`src/rtl/uart_lockout_timer.sv`:
```
// ---------------------------------------------------------------------------
// uart_lockout_timer
// Loadable down-counter timing the lockout window.
//   clk, rst : clock, synchronous active-high reset
//   start    : load LOCKOUT_CYCLES-1 and become active
//   active   : counting in progress
//   done     : active and count has reached zero (last lockout cycle)
// ---------------------------------------------------------------------------
module uart_lockout_timer #(
   parameter int LOCKOUT_CYCLES = 100_000_000
) (
   input  logic clk,
   input  logic rst,
   input  logic start,
   output logic active,
   output logic done
);

   localparam int            CW   = (LOCKOUT_CYCLES > 1) ? $clog2(LOCKOUT_CYCLES) : 1;
   localparam logic [CW-1:0] LOAD = CW'(LOCKOUT_CYCLES - 1);

   logic [CW-1:0] cnt_q;

   always_ff @(posedge clk) begin
      if (rst) begin
         active <= 1'b0;
         cnt_q  <= '0;
      end else if (start) begin
         active <= 1'b1;
         cnt_q  <= LOAD;
      end else if (active) begin
         if (cnt_q == '0) begin
            active <= 1'b0;
         end else begin
            cnt_q <= cnt_q - CW'(1);
         end
      end
   end

   assign done = active && (cnt_q == '0);

endmodule

```
`config.mk`:
```
export PLATFORM = sky130hd
export DESIGN_NAME = uart_lockout_timer
export DESIGN_NICKNAME = d
export VERILOG_FILES = /design/src/rtl/uart_lockout_timer.sv
export SDC_FILE = /design/constraint.sdc
export NUM_CORES = 1
export LEC_CHECK = 0
export CORE_MARGIN = 2
export CORE_UTILIZATION = 50
export DETAILED_ROUTE_END_ITERATION = 8
export PLACE_DENSITY = 0.73
export SYNTH_ARGS = -nofsm -noshare
export SYNTH_HDL_FRONTEND = slang
export SYNTH_SLANG_ARGS = --single-unit
```
`constraint.sdc`:
```
create_clock -name clk -period 4.94 [get_ports clk]
set_input_delay 1.235 -clock clk [delete_from_list [all_inputs] [get_ports clk]]
set_output_delay 1.235 -clock clk [all_outputs]
set_load 0.02 [all_outputs]
```
==> results.py, run 1 <==
metrics = {
    "sta": {
        "drv_slew": 0,
        "setup_viol": 0,
        "rsz0062_at_grt": "no",
        "fmax_ghz": 0.248,
        "fin_crit_sh_pct": 81.6,
        "tns_ns": 0,
        "period_minus_slack_ns": 4.03,
        "relSlewSlack_pct": 42.4,
        "finalHoldViolCount": 0,
        "worst_slew_pin_slew_ns": 0.852,
        "fin_skew_ns": 0.00542,
    },
    "clocking": {
        "cts_tree": "built",
        "post_cts_resized": 0,
        "cts_setup_buffers": 0,
        "insertion_delay_ns": 0.32,
        "clock_path_buffers": 2,
        "cts_buffers": 3,
        "postCtsHoldBufs": 0,
        "htree_levels": 1,
        "clock_sinks": 28,
        "ctsRootBufferMaster": "clkbuf_4",
        "clk_pin_slew_ns": 0.15,
    },
    "placed_design": {
        "io_buffers": 4,
        "dp_hpwl_um": 1960,
        "place_inst": 183,
        "routabilityCongestion": 0.922,
    },
    "synth": {
        "yosys_warnings": 0,
        "seq_area_frac_synth_pct": 39.6,
        "ys.flop_type": "dfxtp_1",
        "synthMuxAreaShare_pct": 0,
        "syn-num-nets": 158,
        "synth_compound_area_share_pct": 24.5,
        "synthSimpleGateAreaFrac_pct": 26.0,
        "synth_top_family_by_area": "simple AND/OR/NAND/NOR gates",
        "synth_edf_count": 0,
        "syn_inst": 154,
        "synth_area_leaders": "dfxtp_1 40%, a21oi_1 5.0%, or3_1 4.9%, a31oi_1 4.0%, o31ai_1 3.7%",
        "synthDistinctLibCells": 42,
        "syn_area_um2": 1410,
        "synth_area_per_cell_um2": 9.18,
        "synth_top_area_share_pct": 39.6,
        "yosysTopAreaCell": "dfxtp_1",
        "synthAdderAreaFrac_pct": 0.885,
        "synth-xor-area-share_pct": 4.96,
        "ys_ff_latch": 28,
        "async_reset_ff_share_pct": 0,
    },
    "final_layout": {
        "drive_above_1_share_pct": 8.33,
        "diodes": 0,
        "finalNetCount": 161,
        "utilization_pct": 55.0,
        "finalNonFillerCells": 187,
        "areaGrowthSynthToFinish_pct": 5.49,
    },
    "floorplan": {
        "die-width_um": 57.2,
        "initial_core_util_pct": 52.2,
        "io_pins": 5,
        "fp.dieH_um": 57.2,
        "core_um2": 2710,
        "dieArea_um2": 3270,
        "fp-row-count": 19,
    },
    "critical_path": {
        "startpoint": "cnt_q[3]",
        "end_kind": "output port",
        "start_kind": "flip-flop",
        "critPathRequiredTime_ns": 3.70,
        "crit_fanout": 8,
        "arrival_ns": 2.80,
        "reg2reg_from": "cnt_q[3]",
        "path_class": "flip-flop to output port",
    },
    "global_route": {
        "antenna_found_initial": 0,
        "overflow": 0,
        "grt_pass1_wl_um": 5110,
        "global_route.usage.met1_pct": 26.7,
        "grt-busiest-layer": "met2",
        "grt_pass1_vias": 1136,
        "track_usage_pct": 19.5,
        "grt_use_met2_pct": 30.7,
        "grt_use_met3_pct": 2.72,
        "grt_max_degree": 23,
    },
    "detailed_routing": {
        "vias": 1195,
        "remaining_drc_errors": 0,
        "drtAntennaViolNets": 0,
        "via_per_inst": 6.39,
        "drt-total-wl_um": 2860,
        "wire_per_inst_um": 15.3,
        "firstDrtPassIters": 4,
        "dr.first_iter.drc_count": 58,
    },
    "power_and_ir_drop": {
        "power_frac_comb_pct": 14.9,
        "ir_worst_vdd_uv": 240,
        "p_int_mw": 0.310,
        "power_frac_seq_pct": 59.4,
        "pwr-share-clk_pct": 25.7,
        "switchingPower_mw": 0.115,
        "sw_frac_of_total_pct": 27.0,
        "p_leak_nw": 0.464,
        "powerDensity_nw_per_um2": 285,
    },
    "min_path": {
        "min_from": "cnt_q[26]",
        "worstHoldPathType": "flip-flop to flip-flop",
    },
    "outcome": {
        "status": "completed",
    },
    "job": {
        "max-cap-violations": 0,
    },
}
==> cells in the mapped netlist, drive strengths merged (2+ instances only) <==
master,n
dfxtp,28
a31oi,9
or3,12
nor3,5
clkbuf,4
or4,7
nand4,4
o31ai,8
nand3,3
o21a,2
xnor2,2
xor2,6
o21ai,10
or2,3
a21oi,14
nor2,6
buf,2
nor4,4
o211ai,2
inv,4
nand2,2
nor4b,4
==> state kept, by name (all words and copies together), names as in the netlist <==
name,cells
cnt_q,27
active,1
==> cells by family after synthesis <==
kind of cell | Yosys count
AO/OA/AOI/OAI | 50
AND/OR/NAND/NOR | 56
adder cells (fa/ha/maj) | 1
buffers and inverters | 11
XOR/XNOR | 8
flip-flops | 28
==> layer usage <==
layer	up-vias	routed length, um
met4	0	16
met5	-	0
met2	21	1370
met1	565	1370
li1	607	-
met3	2	105
==> cell usage in the layout, fill, tap and decap left out, types with 2 or more instances in the layout <==
cell and count:
xnor2_1 2, nor4b_1 3, nand3_1 3, inv_1 4, o21a_1 2, or2_2 2
nor4_1 4, o211ai_1 2, o21ai_0 7, clkdlybuf4s50_1 4, or4_1 7, o31ai_1 7
a21oi_1 14, nor3_1 5, dfxtp_1 28, or3_1 11, nor2_1 6, xor2_1 6
a31oi_1 9, nand2_1 2, clkbuf_4 3, nand4_1 4
==> power groups by stage <==
stage	registers [mW]	clock network, mW	logic [mW]
final	0.252	0.109	0.0633
after detailed placement	0.257	0	0.0625
after global routing	0.255	0.123	0.0706
after global placement	0.256	0	0.0613
after CTS	0.252	0.114	0.0631
after floorplan	0.255	0	0.0517
==> cell type report <==
class,instances,area (um2)
Tap cell,31,38.8
Fill cell,248,1220
Sequential cell,28,561
Timing Repair Buffer,4,40.0
Inverter,5,18.8
Multi-Input combinational cell,115,797
Clock buffer,4,36.3
==> through the flow <==
step | worst slack, ns | hold WS [ns] | power (mW) | area (um2)
finish | 0.908 | 0.505 | 0.425 | 1490
CTS | 0.906 | 0.500 | 0.430 | 1490
floorplan | 1.91 | 0.456 | 0.306 | 1410
detailed placement | 1.31 | 0.479 | 0.320 | 1460
global route | 0.733 | 0.535 | 0.449 | 1490
global placement | 1.36 | 0.479 | 0.318 | 1460
==> final timing paths <==
| check | end | slack (ns) | cells after the start |
|---|---|---|---|
| min reg2reg | cnt_q[26] | 0.51 | 2 |
| min | cnt_q[26] | 0.51 | 2 |
| max | done | 0.91 | 5 |
| max reg2reg | cnt_q[14] | 2.30 | 5 |
==> critical path, cell delays in order, from the launching register on <==
cell and delay [ns]:
dfxtp_1 0.38, or4_1 0.70, nor4b_4 0.43, nand3_1 0.19, nor2_1 0.15, clkdlybuf4s50_1 0.63
(Power assumes the default switching activity.)
==> run 2: changes to the inputs <==
Clock period 4.94 ns to 4.1 ns, I/O delays scaled along.
==> run 2 against run 1 <==
  * First-iteration DRC count decreased by 17%
  * Cell area grew 0.50%
  * Critical endpoint unchanged
  * Combinational power is 23% higher
  * Routed wire length grew 5.0%
  * Critical path depth stayed put
  * Count of clock-buffer cells in the layout unchanged
  * Clock skew is 0.0023 ns higher
  * Clock power rose by 23%
  * Final cell count rose by 0.53%
==> results.py, run 2 (synthesis gave the netlist of run 1 again) <==
metrics = {
    "floorplan": {
        "fp-row-count": 19,
        "initial_core_util_pct": 52.2,
        "fp.dieH_um": 57.2,
        "io_pins": 5,
        "dieArea_um2": 3270,
        "die-width_um": 57.2,
        "core_um2": 2710,
    },
    "placed_design": {
        "io_buffers": 4,
        "dp_hpwl_um": 2090,
        "routabilityCongestion": 0.925,
    },
    "critical_path": {
        "crit_fanout": 8,
        "slowest_stage": "or4_1",
        "critPathRequiredTime_ns": 3.07,
        "max_stage_delay_ns": 0.71,
        "reg2reg_from": "cnt_q[3]",
        "arrival_ns": 2.81,
        "path_class": "flip-flop to output port",
        "cp.buffers_inverters": 1,
        "crit_family": "simple AND/OR/NAND/NOR gates",
        "r2r_cells": 5,
        "r2r_end": "cnt_q[3]",
        "path_cells": "or4_1 -> nor4b_4 -> nand3_1 -> nor2_1 -> clkdlybuf4s50_1",
        "worst-r2r-setup-slack_ns": 1.44,
        "start_kind": "flip-flop",
        "end_kind": "output port",
    },
    "clocking": {
        "post_cts_resized": 0,
        "cts_tree": "built",
        "htree_levels": 1,
        "cts_buffers": 3,
        "insertion_delay_ns": 0.33,
        "postCtsHoldBufs": 0,
        "clock_sinks": 28,
        "cts_setup_buffers": 0,
        "ctsRootBufferMaster": "clkbuf_4",
        "clk_pin_slew_ns": 0.15,
        "clock_path_buffers": 2,
    },
    "global_route": {
        "antenna_found_initial": 0,
        "grt_max_degree": 23,
        "track_usage_pct": 19.2,
        "overflow": 0,
        "grt_pass1_wl_um": 5050,
        "grt_pass1_vias": 1145,
    },
    "final_layout": {
        "utilization_pct": 55.3,
        "mostFrequentLayoutCells": "28 x dfxtp_1, 14 x a21oi_1, 11 x or3_1",
        "fillers": 267,
        "largest_reg_flops": 27,
        "top_regs": "cnt_q: 27 flops, active: 1 flops",
        "drive_above_1_share_pct": 8.92,
        "finalNetCount": 162,
        "regMostFlops": "cnt_q",
        "areaGrowthSynthToFinish_pct": 6.02,
        "diodes": 0,
        "final_common_cell": "dfxtp_1",
    },
    "detailed_routing": {
        "via_per_inst": 6.55,
        "firstDrtPassIters": 4,
        "wire_per_inst_um": 16.0,
        "dr.first_iter.drc_count": 48,
        "drt-total-wl_um": 3000,
        "remaining_drc_errors": 0,
        "drtAntennaViolNets": 0,
        "vias": 1231,
    },
    "min_path": {
        "min_from": "cnt_q[11]",
        "hold_end": "cnt_q[11]",
        "holdPathStages": 2,
        "worstHoldPathType": "flip-flop to flip-flop",
    },
    "sta": {
        "relSlewSlack_pct": 41.8,
        "fin_hold_ws_ns": 0.504,
        "tns_ns": 0,
        "setup_viol": 0,
        "fin_crit_sh_pct": 93.4,
        "drv_slew": 0,
        "finalHoldViolCount": 0,
        "rsz0062_at_grt": "no",
        "period_minus_slack_ns": 3.83,
        "worst_slew_pin_slew_ns": 0.860,
        "fmax_ghz": 0.261,
        "fin_skew_ns": 0.00775,
    },
    "power_and_ir_drop": {
        "total_power_mw": 0.516,
        "p_leak_nw": 0.469,
        "ir_worst_vdd_uv": 273,
        "powerDensity_nw_per_um2": 344,
    },
    "job": {
        "max-cap-violations": 0,
    },
    "outcome": {
        "status": "completed",
    },
}
[run 2: layout make-up]
| class | instances | area (um2) | share of cell area, % |
|---|---|---|---|
| Multi-Input combinational cell | 115 | 797 | 53.2 |
| Sequential cell | 28 | 561 | 37.4 |
| Timing Repair Buffer | 5 | 47.5 | 3.17 |
| Tap cell | 31 | 38.8 | 2.59 |
| Clock buffer | 4 | 36.3 | 2.42 |
| Inverter | 5 | 18.8 | 1.25 |
[run 2: how the worst max path moves through the flow]
stage	start	end	slack (ns)	depth (start not counted)
6_report	cnt_q[3]	done	0.27	5
5_1_grt	cnt_q[3]	done	0.07	5
4_1_cts	cnt_q[3]	done	0.25	5
3_5_place_dp	cnt_q[3]	done	0.64	5
3_3_place_gp	cnt_q[3]	done	0.73	5
2_1_floorplan	cnt_q[3]	done	1.28	5
[run 2: metal layers]
layer / vias up / track usage [%] / part of all wire (%)
met5: - / 0 / 0
met4: 0 / 7.97 / 1.3
met3: 5 / 2.49 / 3.4
met2: 24 / 32.3 / 47
met1: 592 / 24.9 / 48
li1: 610 / - / -
[run 2: power breakdown]
group          switching [mW]  leakage (nW)  internal (mW)  total, mW
Combinational          0.0458         0.216         0.0318     0.0777
Clock                  0.0794        0.0210         0.0544      0.134
Sequential             0.0168         0.232          0.288      0.305
Total                   0.142         0.469          0.374      0.516
[run 2: worst min-delay path: cells and delay by family (launching register included)]
family,cells,cell delay (ns)
compound gates,2,0.11
flops,1,0.36
[run 2: through the flow]
| stage | instances | area, um2 | worst slack (ns) |
|---|---|---|---|
| global route | 188 | 1500 | 0.0666 |
| CTS | 188 | 1500 | 0.250 |
| global placement | 184 | 1460 | 0.731 |
| detailed placement | 184 | 1460 | 0.639 |
| floorplan | 154 | 1410 | 1.28 |
| finish | 188 | 1500 | 0.270 |
==> run 3: changes to the inputs <==
Settings changed: GPL_TIMING_DRIVEN from default to 0.
==> run 3 against run 2 <==
  * Non-clock buffer count increased by 5
  * Combinational power rose by 5.5%
  * Cell area grew 1.1%
  * Core utilization up 0.60 points
  * Hold slack gained 0.0066 ns
  * Critical path depth grew 1
  * Routed wire length is 0.53% lower
  * Final cell count is 2.1% higher
  * Total power fell by 3.1%
  * Clock power decreased by 15%
  * Sequential cell count stayed put
  * Highest routed layer unchanged
==> results.py, run 3 (synthesis gave the netlist of run 1 again) <==
metrics = {
    "outcome": {
        "status": "completed",
    },
    "critical_path": {
        "start_kind": "flip-flop",
        "max_stage_delay_ns": 0.62,
        "startpoint": "cnt_q[3]",
        "crit_family": "simple AND/OR/NAND/NOR gates",
        "critPathRequiredTime_ns": 3.07,
        "path_class": "flip-flop to output port",
        "crit_fanout": 8,
        "reg2reg_from": "cnt_q[3]",
        "end_kind": "output port",
        "path_cells": "or4_1 -> buf_6 -> nor4b_4 -> nand3_1 -> nor2_1 -> clkdlybuf4s50_1",
        "cp.buffers_inverters": 2,
        "slowest_stage": "clkdlybuf4s50_1",
        "arrival_ns": 2.76,
    },
    "sta": {
        "fin_crit_sh_pct": 92.3,
        "relSlewSlack_pct": 39.7,
        "drv_slew": 0,
        "finalHoldViolCount": 0,
        "worst_slew_pin_slew_ns": 0.892,
        "period_minus_slack_ns": 3.78,
        "rsz0062_at_grt": "no",
        "tns_ns": 0,
        "layout_setup_ws_ns": 0.317,
        "setup_viol": 0,
        "fin_skew_ns": 0.00733,
        "fmax_ghz": 0.264,
    },
    "power_and_ir_drop": {
        "powerDensity_nw_per_um2": 330,
        "p_leak_nw": 0.474,
        "power_frac_comb_pct": 16.4,
        "ir_worst_vdd_uv": 218,
        "pwr-share-clk_pct": 22.8,
        "power_frac_seq_pct": 60.8,
        "sw_frac_of_total_pct": 28.6,
        "switchingPower_mw": 0.143,
        "p_int_mw": 0.357,
    },
    "detailed_routing": {
        "wire_per_inst_um": 15.6,
        "via_per_inst": 6.44,
        "drtAntennaViolNets": 0,
        "dr.first_iter.drc_count": 32,
        "remaining_drc_errors": 0,
        "firstDrtPassIters": 4,
        "drt-total-wl_um": 2990,
        "vias": 1237,
    },
    "global_route": {
        "track_usage_pct": 20.4,
        "grt_max_degree": 15,
        "grt_pass1_wl_um": 5220,
        "overflow": 0,
        "grt_pass1_vias": 1108,
        "antenna_found_initial": 0,
    },
    "final_layout": {
        "final_common_cell": "dfxtp_1",
        "largest_reg_flops": 27,
        "top_regs": "cnt_q: 27 flops, active: 1 flops",
        "areaGrowthSynthToFinish_pct": 7.17,
        "mostFrequentLayoutCells": "28 x dfxtp_1, 14 x a21oi_1, 11 x or3_1",
        "finalNetCount": 167,
        "drive_above_1_share_pct": 8.70,
        "diodes": 0,
        "regMostFlops": "cnt_q",
    },
    "min_path": {
        "worstHoldPathType": "flip-flop to flip-flop",
        "min_from": "cnt_q[26]",
    },
    "floorplan": {
        "dieArea_um2": 3270,
        "die-width_um": 57.2,
        "fp.dieH_um": 57.2,
        "fp-row-count": 19,
        "initial_core_util_pct": 52.2,
        "io_pins": 5,
        "core_um2": 2710,
    },
    "clocking": {
        "post_cts_resized": 0,
        "ctsRootBufferMaster": "clkbuf_4",
        "clk_pin_slew_ns": 0.14,
        "cts_buffers": 3,
        "clock_path_buffers": 2,
        "insertion_delay_ns": 0.33,
        "cts_tree": "built",
        "htree_levels": 1,
        "cts_setup_buffers": 0,
        "clock_sinks": 28,
        "postCtsHoldBufs": 0,
    },
    "job": {
        "max-cap-violations": 0,
    },
    "placed_design": {
        "io_buffers": 4,
        "routabilityCongestion": 0.871,
        "preCtsSetupSlack_ns": 0.718,
        "dp_hpwl_um": 2130,
    },
}
## run 3: cell count changes in the layout (fill, tap and decap cells not counted), sizes merged
cell / change
buf: +1
clkbuf: +3
## run 3: through the flow
step | hold WS [ns] | std cells | util, % | instance area (um2) | power (mW)
2_1_floorplan | 0.456 | 154 | - | 1410 | 0.369
3_3_place_gp | 0.473 | 189 | 55.1 | 1490 | 0.387
3_5_place_dp | 0.480 | 189 | 55.1 | 1490 | 0.391
4_1_cts | 0.509 | 192 | 55.9 | 1520 | 0.504
5_1_grt | 0.543 | 192 | 55.9 | 1520 | 0.521
6_report | 0.511 | 192 | 55.9 | 1520 | 0.500
## run 3: layout make-up
class                      instances  area [um2]
buffer                             6        37.5
clock buffer                       3        22.5
sequential                        28         561
fill                             254        1190
timing repair buffer               4        40.0
inverter                           5        18.8
tap                               31        38.8
multi-input combinational        115         797
## run 3: worst min-delay path, cell delays in order, from the launching register on
cell	delay, ns
dfxtp_1	0.36
o41ai_1	0.07
a21oi_1	0.06
## run 3: power groups by stage
stage          registers [mW]  logic (mW)  clock network [mW]
3_5_place_dp            0.309      0.0812                   0
2_1_floorplan           0.307      0.0623                   0
4_1_cts                 0.304      0.0818               0.118
5_1_grt                 0.307      0.0909               0.123
3_3_place_gp            0.309      0.0786                   0
6_report                0.304      0.0820               0.114
## run 3: final timing paths
kind / endpoint / depth (start not counted) / slack [ns]
setup / recovery: done / 6 / 0.32
hold / removal: cnt_q[26] / 2 / 0.51
setup reg to reg: cnt_q[3] / 7 / 1.59
hold reg to reg: cnt_q[26] / 2 / 0.51
## run 3: layer usage
layer	up-vias	global-route usage, %	wire (um)
met5	-	0	0
met4	0	7.97	50
met3	5	2.04	88
met2	28	31.4	1330
met1	585	29.5	1520
li1	619	-	-
